**src/rtl/regfile_sequencer.sv**
```systemverilog
// Command-driven initiator for an 8 x 16-bit register file.
// It turns one MOVI/MOV/SWAP/PEEK command into a readnum/writenum/write/data_in sequence.
module regfile_sequencer (
    input  logic        clk,
    input  logic        reset,
    input  logic        s,
    input  logic [1:0]  op,
    input  logic [2:0]  rd,
    input  logic [2:0]  rn,
    input  logic [7:0]  imm8,
    input  logic [15:0] rf_data_out,
    output logic [2:0]  readnum,
    output logic [2:0]  writenum,
    output logic        write,
    output logic [15:0] data_in,
    output logic        w,
    output logic [15:0] result
);

    typedef enum logic [2:0] {
        ST_WAIT,
        ST_WR_IMM,
        ST_RD_A,
        ST_RD_B,
        ST_WR_A,
        ST_WR_B,
        ST_PEEK
    } state_t;

    localparam logic [1:0] OP_MOVI = 2'b00;
    localparam logic [1:0] OP_MOV  = 2'b01;
    localparam logic [1:0] OP_SWAP = 2'b10;
    localparam logic [1:0] OP_PEEK = 2'b11;

    state_t      state, state_next;
    logic [1:0]  op_q;
    logic [2:0]  rd_q, rn_q;
    logic [7:0]  imm_q;
    logic [15:0] tmp_a, tmp_b;

    // NOTE: sequential state uses non-blocking assignments so every register
    // samples pre-edge values, independent of statement order.
    always_ff @(posedge clk) begin
        if (reset) state <= ST_WAIT;
        else       state <= state_next;
    end

    always_ff @(posedge clk) begin
        if (reset) begin
            op_q   <= '0;
            rd_q   <= '0;
            rn_q   <= '0;
            imm_q  <= '0;
            tmp_a  <= '0;
            tmp_b  <= '0;
            result <= '0;
        end else begin
            if (state == ST_WAIT && s) begin
                op_q  <= op;
                rd_q  <= rd;
                rn_q  <= rn;
                imm_q <= imm8;
            end
            if (state == ST_RD_A) tmp_a  <= rf_data_out;
            if (state == ST_RD_B) tmp_b  <= rf_data_out;
            if (state == ST_PEEK) result <= rf_data_out;
        end
    end

    // The command is dispatched from the live op in WAIT; later states follow op_q.
    always_comb begin
        state_next = state;
        unique case (state)
            ST_WAIT: begin
                if (s) begin
                    unique case (op)
                        OP_MOVI: state_next = ST_WR_IMM;
                        OP_MOV:  state_next = ST_RD_A;
                        OP_SWAP: state_next = ST_RD_A;
                        OP_PEEK: state_next = ST_PEEK;
                        default: state_next = ST_WAIT;
                    endcase
                end
            end
            ST_WR_IMM: state_next = ST_WAIT;
            ST_RD_A:   state_next = (op_q == OP_SWAP) ? ST_RD_B : ST_WR_A;
            ST_RD_B:   state_next = ST_WR_A;
            ST_WR_A:   state_next = (op_q == OP_SWAP) ? ST_WR_B : ST_WAIT;
            ST_WR_B:   state_next = ST_WAIT;
            ST_PEEK:   state_next = ST_WAIT;
            default:   state_next = ST_WAIT;
        endcase
    end

    // NOTE: every output gets a default before the case so no path leaves
    // it unassigned, which would otherwise infer a latch.
    always_comb begin
        w        = 1'b0;
        write    = 1'b0;
        readnum  = rn_q;
        writenum = rd_q;
        data_in  = tmp_a;
        unique case (state)
            ST_WAIT:   w = 1'b1;
            ST_WR_IMM: begin
                write   = 1'b1;
                data_in = {{8{imm_q[7]}}, imm_q};
            end
            ST_RD_A:   readnum = rn_q;
            ST_RD_B:   readnum = rd_q;
            ST_WR_A:   write = 1'b1;
            ST_WR_B: begin
                write    = 1'b1;
                writenum = rn_q;
                data_in  = tmp_b;
            end
            ST_PEEK:   readnum = rn_q;
            default:   w = 1'b1;
        endcase
    end

endmodule

```
**config.mk**
```make
export PLATFORM = sky130hd
export DESIGN_NAME = regfile_sequencer
export DESIGN_NICKNAME = d
export VERILOG_FILES = /design/src/rtl/regfile_sequencer.sv
export SDC_FILE = /design/constraint.sdc
export NUM_CORES = 1
export LEC_CHECK = 0
export CORE_MARGIN = 2
export CORE_UTILIZATION = 40
export CTS_CLUSTER_SIZE = 16
export DETAILED_ROUTE_END_ITERATION = 8
export PLACE_DENSITY = 0.69
export SYNTH_ARGS = -nofsm -noshare
export SYNTH_HDL_FRONTEND = slang
export SYNTH_SLANG_ARGS = --single-unit
```
**constraint.sdc**
```tcl
create_clock -name clk -period 2.6 [get_ports clk]
set_clock_uncertainty 0.15 [all_clocks]
set_input_delay 0.52 -clock clk [delete_from_list [all_inputs] [get_ports clk]]
set_output_delay 0.52 -clock clk [all_outputs]
set_load 0.02 [all_outputs]
```
; ---- Word-level counts from Yosys, hierarchy flattened
; Cells that the tools add are included.
[totals]
reg_bits = 67
input_bits = 35
output_inout_bits = 40
elab_cells = 35
[classes]
n_eq_ne = 11
n_mux = 10
reduce_logical = 6
[ops]
columns = cell, count
row1 = $pmux W16 S2, 1
row2 = $mux W3, 5
row3 = $pmux W3 S4, 1
row4 = $eq A3 B3 Y1 const B, 3
row5 = $pmux W3 S3, 1
row6 = $eq A2 B2 Y1 const B, 3
row7 = $eq A3 B2 Y1 const B, 2
row8 = $reduce_or A6 Y1, 1
row9 = $eq A3 B1 Y1 const B, 1
row10 = $logic_not A3 Y1, 1
row11 = $reduce_or A3 Y1, 1
row12 = $eq A2 B1 Y1 const B, 1
row13 = $logic_not A2 Y1, 1
row14 = $mux W1, 2
row15 = $ne A2 B2 Y1 const B, 1
row16 = $reduce_or A2 Y1, 1
row17 = $logic_and A1 B1 Y1, 1

; ---- Longest topological paths before layout
; Gate-level depths: netlist of the first run.
[depth]
ltp_word = 5
mapped_depth = 6
mapped_depth_nobuf = 3

; ---- Worst setup path before layout of the first run
; Ideal clock, no wire load.
[synth_path]
path_kind = register -> output
from = register state[2]
to = output data_in[10]
arrival_time_ns = 1.442
required_ns = 1.930
path_slack_ns = 0.488
path_stages_with_launch = 6
path_buffers = 2
cell_sequence = dfxtp_1 buf_2 nor2b_1 clkbuf_1 a21oi_1 o21ai_0
[synth_between]
elab_chain_len = 2
word_cells_on_any_way = 3
classes_between = 2 x eq/ne / 1 x mux
[synth_rtl]
columns = element, line
row1 = "start, declared", 35  ; state_t state, state_next;
row2 = "start signal, assigned", 45  ; else state <= state_next;
row3 = $eq A3 B3 Y1 or $eq A3 B1 Y1 (tied branches), 103  ; unique case (state)
row4 = $pmux W16 S2 (*), 103
row5 = "end, declared", 15  ; output logic [15:0] data_in,
; Every way passes the cells marked *; elsewhere a longest branch is shown, timed or not.

; ---- Worst setup path after layout of the first run
[layout_path]
from = register state[1]
to = output data_in[6]
; The elaborated chain is that of the path after synthesis.

==> qor.yml, run 1 <==
worstPathMaxFanout: 32
yosysSeqAreaShare_pct: 46.8
status: "finished clean"
stdcell_count: 548
fp-row-count: 30
htree_levels: 3
power_density_nw_per_um2: 666
rrSetupSlack_ns: 0.70
num_antenna_cells: 0
grt_overflow: 0
rsz0062_at_grt: "no"
worstPathRequired_ns: 1.93
cp-start-kind: "flip-flop"
num_vias: 2702
grt_max_degree: 65
placedCellCount: 532
drt_iter0_markers: 144
syn_inst: 379
syn_area_per_cell_um2: 7.56
worst_slew_pin_slew_ns: 0.820
fmax_mhz: 396
die_w_um: 88.6
io_pins: 75
layout-drive-gt1-share_pct: 8.85
firstDrtPassIters: 4
tritoncts: "built"
detail-route-antenna-nets: 0
syn_area_um2: 2860
max-vdd-ir-drop_mv: 0.339
final_common_cell: "nand2_1"
period_needed_ns: 2.53
path_class: "reg2out"
cts.sinks: 67
gp_congestion: 0.855
antenna_found_initial: 0
layout_common_cells: "nand2_1 (154), a21oi_1 (76), dfxtp_1 (66)"
cp_slowest_cell: "clkdlybuf4s50_1"
clk_pin_slew_ns: 0.07
setup_viol: 0
routed_via_density: 4.93
nFillCells: 680
grt_use_total_pct: 19.1
timing.final.ws_setup_ns: 0.0737
critPathArrivalTime_ns: 1.86
drv_cap: 0
core_area_um2: 6870
grt_pass1_vias: 2508
nets: 482
cts_made_buffers: 9
areaGrowthSynthToFinish_pct: 36.0
place_ws_ns: 0.254
yosysWarnings: 0
start_util_pct: 41.7
dp_hpwl_um: 5010
wl_per_cell_um: 13.5
yosys.cell_types.count: 30
tns_ns: 0
clk_path_buf_depth: 2
syn-num-nets: 414
end_kind: "primary output"
regArea_um2: 1340
crit_path_max_incr_delay_ns: 0.64
power_mw: 2.59
cellLeakagePower_nw: 1.46
wirelength_um: 7390
slew_headroom_pct: 45.3
die_area_um2: 7850
clk_latency_ns: 0.34
min_path_type: "reg2reg"
fin_crit_sh_pct: 97.2
finalMaxSlewViolations: 0
ys_ff_latch: 67
multi_input_area_um2: 1380
die_h_um: 88.6
root_buffer: "clkbuf_8"
finalHoldViolations: 0
port_buffers: 74
grt_pass1_wl_um: 11600
post-cts-setup-buffer-count: 0
drc: 0
path_cells: "nand2b_1 -> buf_12 -> o21ai_1 -> clkdlybuf4s50_1"
==> cells in the mapped netlist <==
master       n  area (µm²)
a2111oi_2    1        15.0
a21oi_1     76         380
and3b_1      2        17.5
buf_2       13        65.1
buf_4        4        30.0
buf_6        1        11.3
clkbuf_1    11        41.3
dfxtp_1     67        1340
mux2_2       3        33.8
mux2i_1      7        70.1
nand2_1    154         578
nand2b_1     3        18.8
nand3_1      1        5.00
nand3b_1     1        7.51
nand3b_2     2        22.5
nor2_1       2        7.51
nor2b_1      1        6.26
nor3_1       2        10.0
nor3b_4      1        18.8
nor4b_1      1        8.76
nor4b_4      1        23.8
o211ai_1     1        7.51
o21ai_0      4        20.0
o21ai_1     14        70.1
o21ba_2      1        10.0
o32a_1       1        10.0
or2_1        1        6.26
or3b_1       1        8.76
or4b_1       1        10.0
xnor2_1      1        8.76
==> repair_timing <==
item,4_1_cts,5_1_grt
hold buffers,0,0
pin swaps,0,0
resized for setup,5,9
endpoints found under the setup margin,10,8
==> registers in the layout, indices dropped and copies added, names as in the netlist <==
register,flops
state,3
imm_q,8
rn_q,3
tmp_a,16
op_q,2
result,16
rd_q,3
tmp_b,16
==> stage by stage <==
step / utilization [%] / instance area [µm²] / hold slack [ns]
finish: 56.7 / 3890 / 0.304
global route: 56.7 / 3890 / 0.321
CTS: 56.4 / 3870 / 0.302
detailed placement: 53.5 / 3670 / 0.292
global placement: 53.5 / 3670 / 0.286
floorplan: - / 2860 / 0.281
==> layer usage <==
metal	share of wire (%)	track usage [%]	vias up
met3	4.3	2.89	12
met5	0	0	-
met1	48	26.4	1225
met2	46	29.9	82
li1	-	-	1383
met4	1.8	7.99	0
==> final timing paths <==
check                               from          to  depth (start not counted)
worst max-delay path            state[1]  data_in[6]                          4
worst max register to register  state[0]     op_q[1]                          4
worst min-delay path             op_q[0]     op_q[0]                          2
worst min register to register   op_q[0]     op_q[0]                          2
==> cells by family after synthesis <==
group	Yosys count	share of synthesized area, %
xor+xnor	1	0.306
flops	67	46.8
buf+inv	29	5.16
mux	10	3.63
simple gates	174	26.2
compound gates	98	17.9
==> power by group <==
part	internal, mW	switching, mW
logic	0.258	0.337
clock network	0.469	0.399
registers	1.09	0.0374
total	1.82	0.773
==> critical path: cells and delay by family (launching register included) <==
family / cells / cell delay [ns]
flops: 1 / 0.31
compound gates: 1 / 0.20
buf+inv: 2 / 0.82
simple gates: 1 / 0.19
==> final cells by class <==
class / count / area share, %
Timing Repair Buffer: 86 / 21.9
Multi-Input combinational cell: 283 / 35.3
Tap cell: 96 / 3.08
Sequential cell: 67 / 34.5
Clock buffer: 10 / 3.53
Clock inverter: 6 / 1.64
Power figures use the tool's default switching activity.
==> run 2, diff against run 1 <==
Settings changed: GPL_ROUTABILITY_DRIVEN from default to 0, PLACE_DENSITY 0.69 to 0.71.
Clock period 2.6 ns to 2.3 ns, I/O delays scaled along.
==> qor.yml, run 2 (synthesized netlist as in run 1, its figures left out) <==
grt_overflow: 0
power.internal_mw: 1.96
detail-route-antenna-nets: 0
fin_crit_sh_pct: 95.8
clk_path_buf_depth: 2
placedCellCount: 538
routed_via_density: 4.91
core_area_um2: 6870
period_needed_ns: 2.20
rrSetupSlack_ns: 0.57
fmax_mhz: 454
hold_slack_ns: 0.304
top_regs: "result: 16 flops, tmp_a: 16 flops, tmp_b: 16 flops"
cts.sinks: 67
wl_per_cell_um: 13.0
root_buffer: "clkbuf_8"
tns_ns: 0
grt_use_total_pct: 19.3
areaGrowthSynthToFinish_pct: 34.4
worstPathMaxFanout: 4
worst_slew_pin_slew_ns: 0.595
num_vias: 2713
power_density_nw_per_um2: 724
pwr-share-clk_pct: 30.1
die_area_um2: 7850
ff2ff_path_depth: 4
rsz0062_at_grt: "yes"
cp-start-kind: "flip-flop"
critPathLaunch: "state[1]"
port_buffers: 74
tritoncts: "built"
layout_common_cells: "nand2_1 (154), a21oi_1 (76), dfxtp_1 (66)"
path_class: "reg2out"
r2r_start: "state[1]"
path_cells: "nand3b_1 -> mux2_2 -> dlygate4sd2_1"
crit_family: "flip-flops"
place_ws_ns: 0.128
grt_pass1_vias: 2507
setup_viol: 0
cp.buffers_inverters: 1
drc: 0
cp-endpoint: "writenum[0]"
antenna_found_initial: 0
timing.final.ws_setup_ns: 0.0965
slew_headroom_pct: 60.4
power_frac_seq_pct: 46.2
cts_made_buffers: 9
nets: 488
firstDrtPassIters: 4
layout-drive-gt1-share_pct: 11.0
die_w_um: 88.6
r2r_end: "tmp_a[10]"
nFillCells: 675
wirelength_um: 7170
crit_path_max_incr_delay_ns: 0.37
io_pins: 75
final_common_cell: "nand2_1"
status: "finished clean"
critPathArrivalTime_ns: 1.59
stdcell_count: 552
cp.depth: 3
min_from: "imm_q[7]"
worstPathRequired_ns: 1.69
switching_share_pct: 29.6
combPwrFrac_pct: 23.8
die_h_um: 88.6
finalMaxSlewViolations: 0
drv_cap: 0
start_util_pct: 41.7
clk_pin_slew_ns: 0.06
post-cts-setup-buffer-count: 0
grt_max_degree: 38
p_switching_uw: 825
cp_slowest_cell: "dfxtp_1"
htree_levels: 3
cellLeakagePower_nw: 1.38
min_path_type: "reg2reg"
num_antenna_cells: 0
drt_iter0_markers: 120
clk_latency_ns: 0.33
final_util_pct: 56.0
fp-row-count: 30
grt_pass1_wl_um: 11600
finalHoldViolations: 0
max-vdd-ir-drop_mv: 0.349
dp_hpwl_um: 5180
end_kind: "primary output"
run 2: cell count changes in the layout (fill, tap and decap cells not counted), moves of 2 or more:
cell / before / now
clkbuf_2: 0 / 8
dlygate4sd2_1: 4 / 6
clkdlybuf4s50_1: 61 / 49
buf_6: 0 / 2
clkdlybuf4s15_1: 0 / 10
buf_4: 11 / 15
dlymetal6s2s_1: 8 / 0
run 2: power groups by stage:
| stage | combinational [mW] | clock [mW] | sequential (mW) |
|---|---|---|---|
| global placement | 0.688 | 0 | 1.31 |
| global route | 0.726 | 0.917 | 1.29 |
| detailed placement | 0.698 | 0 | 1.31 |
| CTS | 0.663 | 0.860 | 1.28 |
| floorplan | 0.413 | 0 | 1.30 |
| finish | 0.662 | 0.838 | 1.29 |
run 2: worst min-delay path by stage:
stage,end,depth (start not counted)
6_report,imm_q[7],2
5_1_grt,result[12],2
3_3_place_gp,op_q[0],2
2_1_floorplan,op_q[0],2
4_1_cts,tmp_b[9],2
3_5_place_dp,tmp_b[9],2
run 2: cell type report:
cell class | instances | area [µm²] | share of cell area (%)
Sequential cell | 67 | 1340 | 34.9
Clock inverter | 2 | 12.5 | 0.325
Multi-Input combinational cell | 283 | 1380 | 35.7
Timing Repair Buffer | 92 | 843 | 21.9
Clock buffer | 12 | 155 | 4.03
Tap cell | 96 | 120 | 3.12
run 2: through the flow:
| stage | instance area, µm² | total power, mW |
|---|---|---|
| after detailed placement | 3720 | 2.01 |
| final | 3850 | 2.79 |
| after global placement | 3720 | 2.00 |
| after global routing | 3850 | 2.94 |
| after CTS | 3860 | 2.81 |
| after floorplan | 2860 | 1.72 |
run 2: layer usage:
metal | GRT usage [%] | vias up | routed length, µm
li1 | - | 1396 | -
met1 | 25.1 | 1229 | 3260
met2 | 31.4 | 82 | 3460
met3 | 5.78 | 6 | 410
met4 | 5.37 | 0 | 47
met5 | 0 | - | 0
run 2: worst reg2reg max path, cell delays in order, from the launching register on:
cell and delay, ns:
dfxtp_1 0.37, buf_6 0.19, or3b_1 0.64, nand2_1 0.17, a21oi_1 0.08
run 2: repair_timing:
action	CTS	global route
setup endpoints to repair	24	15
hold buffers	0	0
resized for setup	24	31
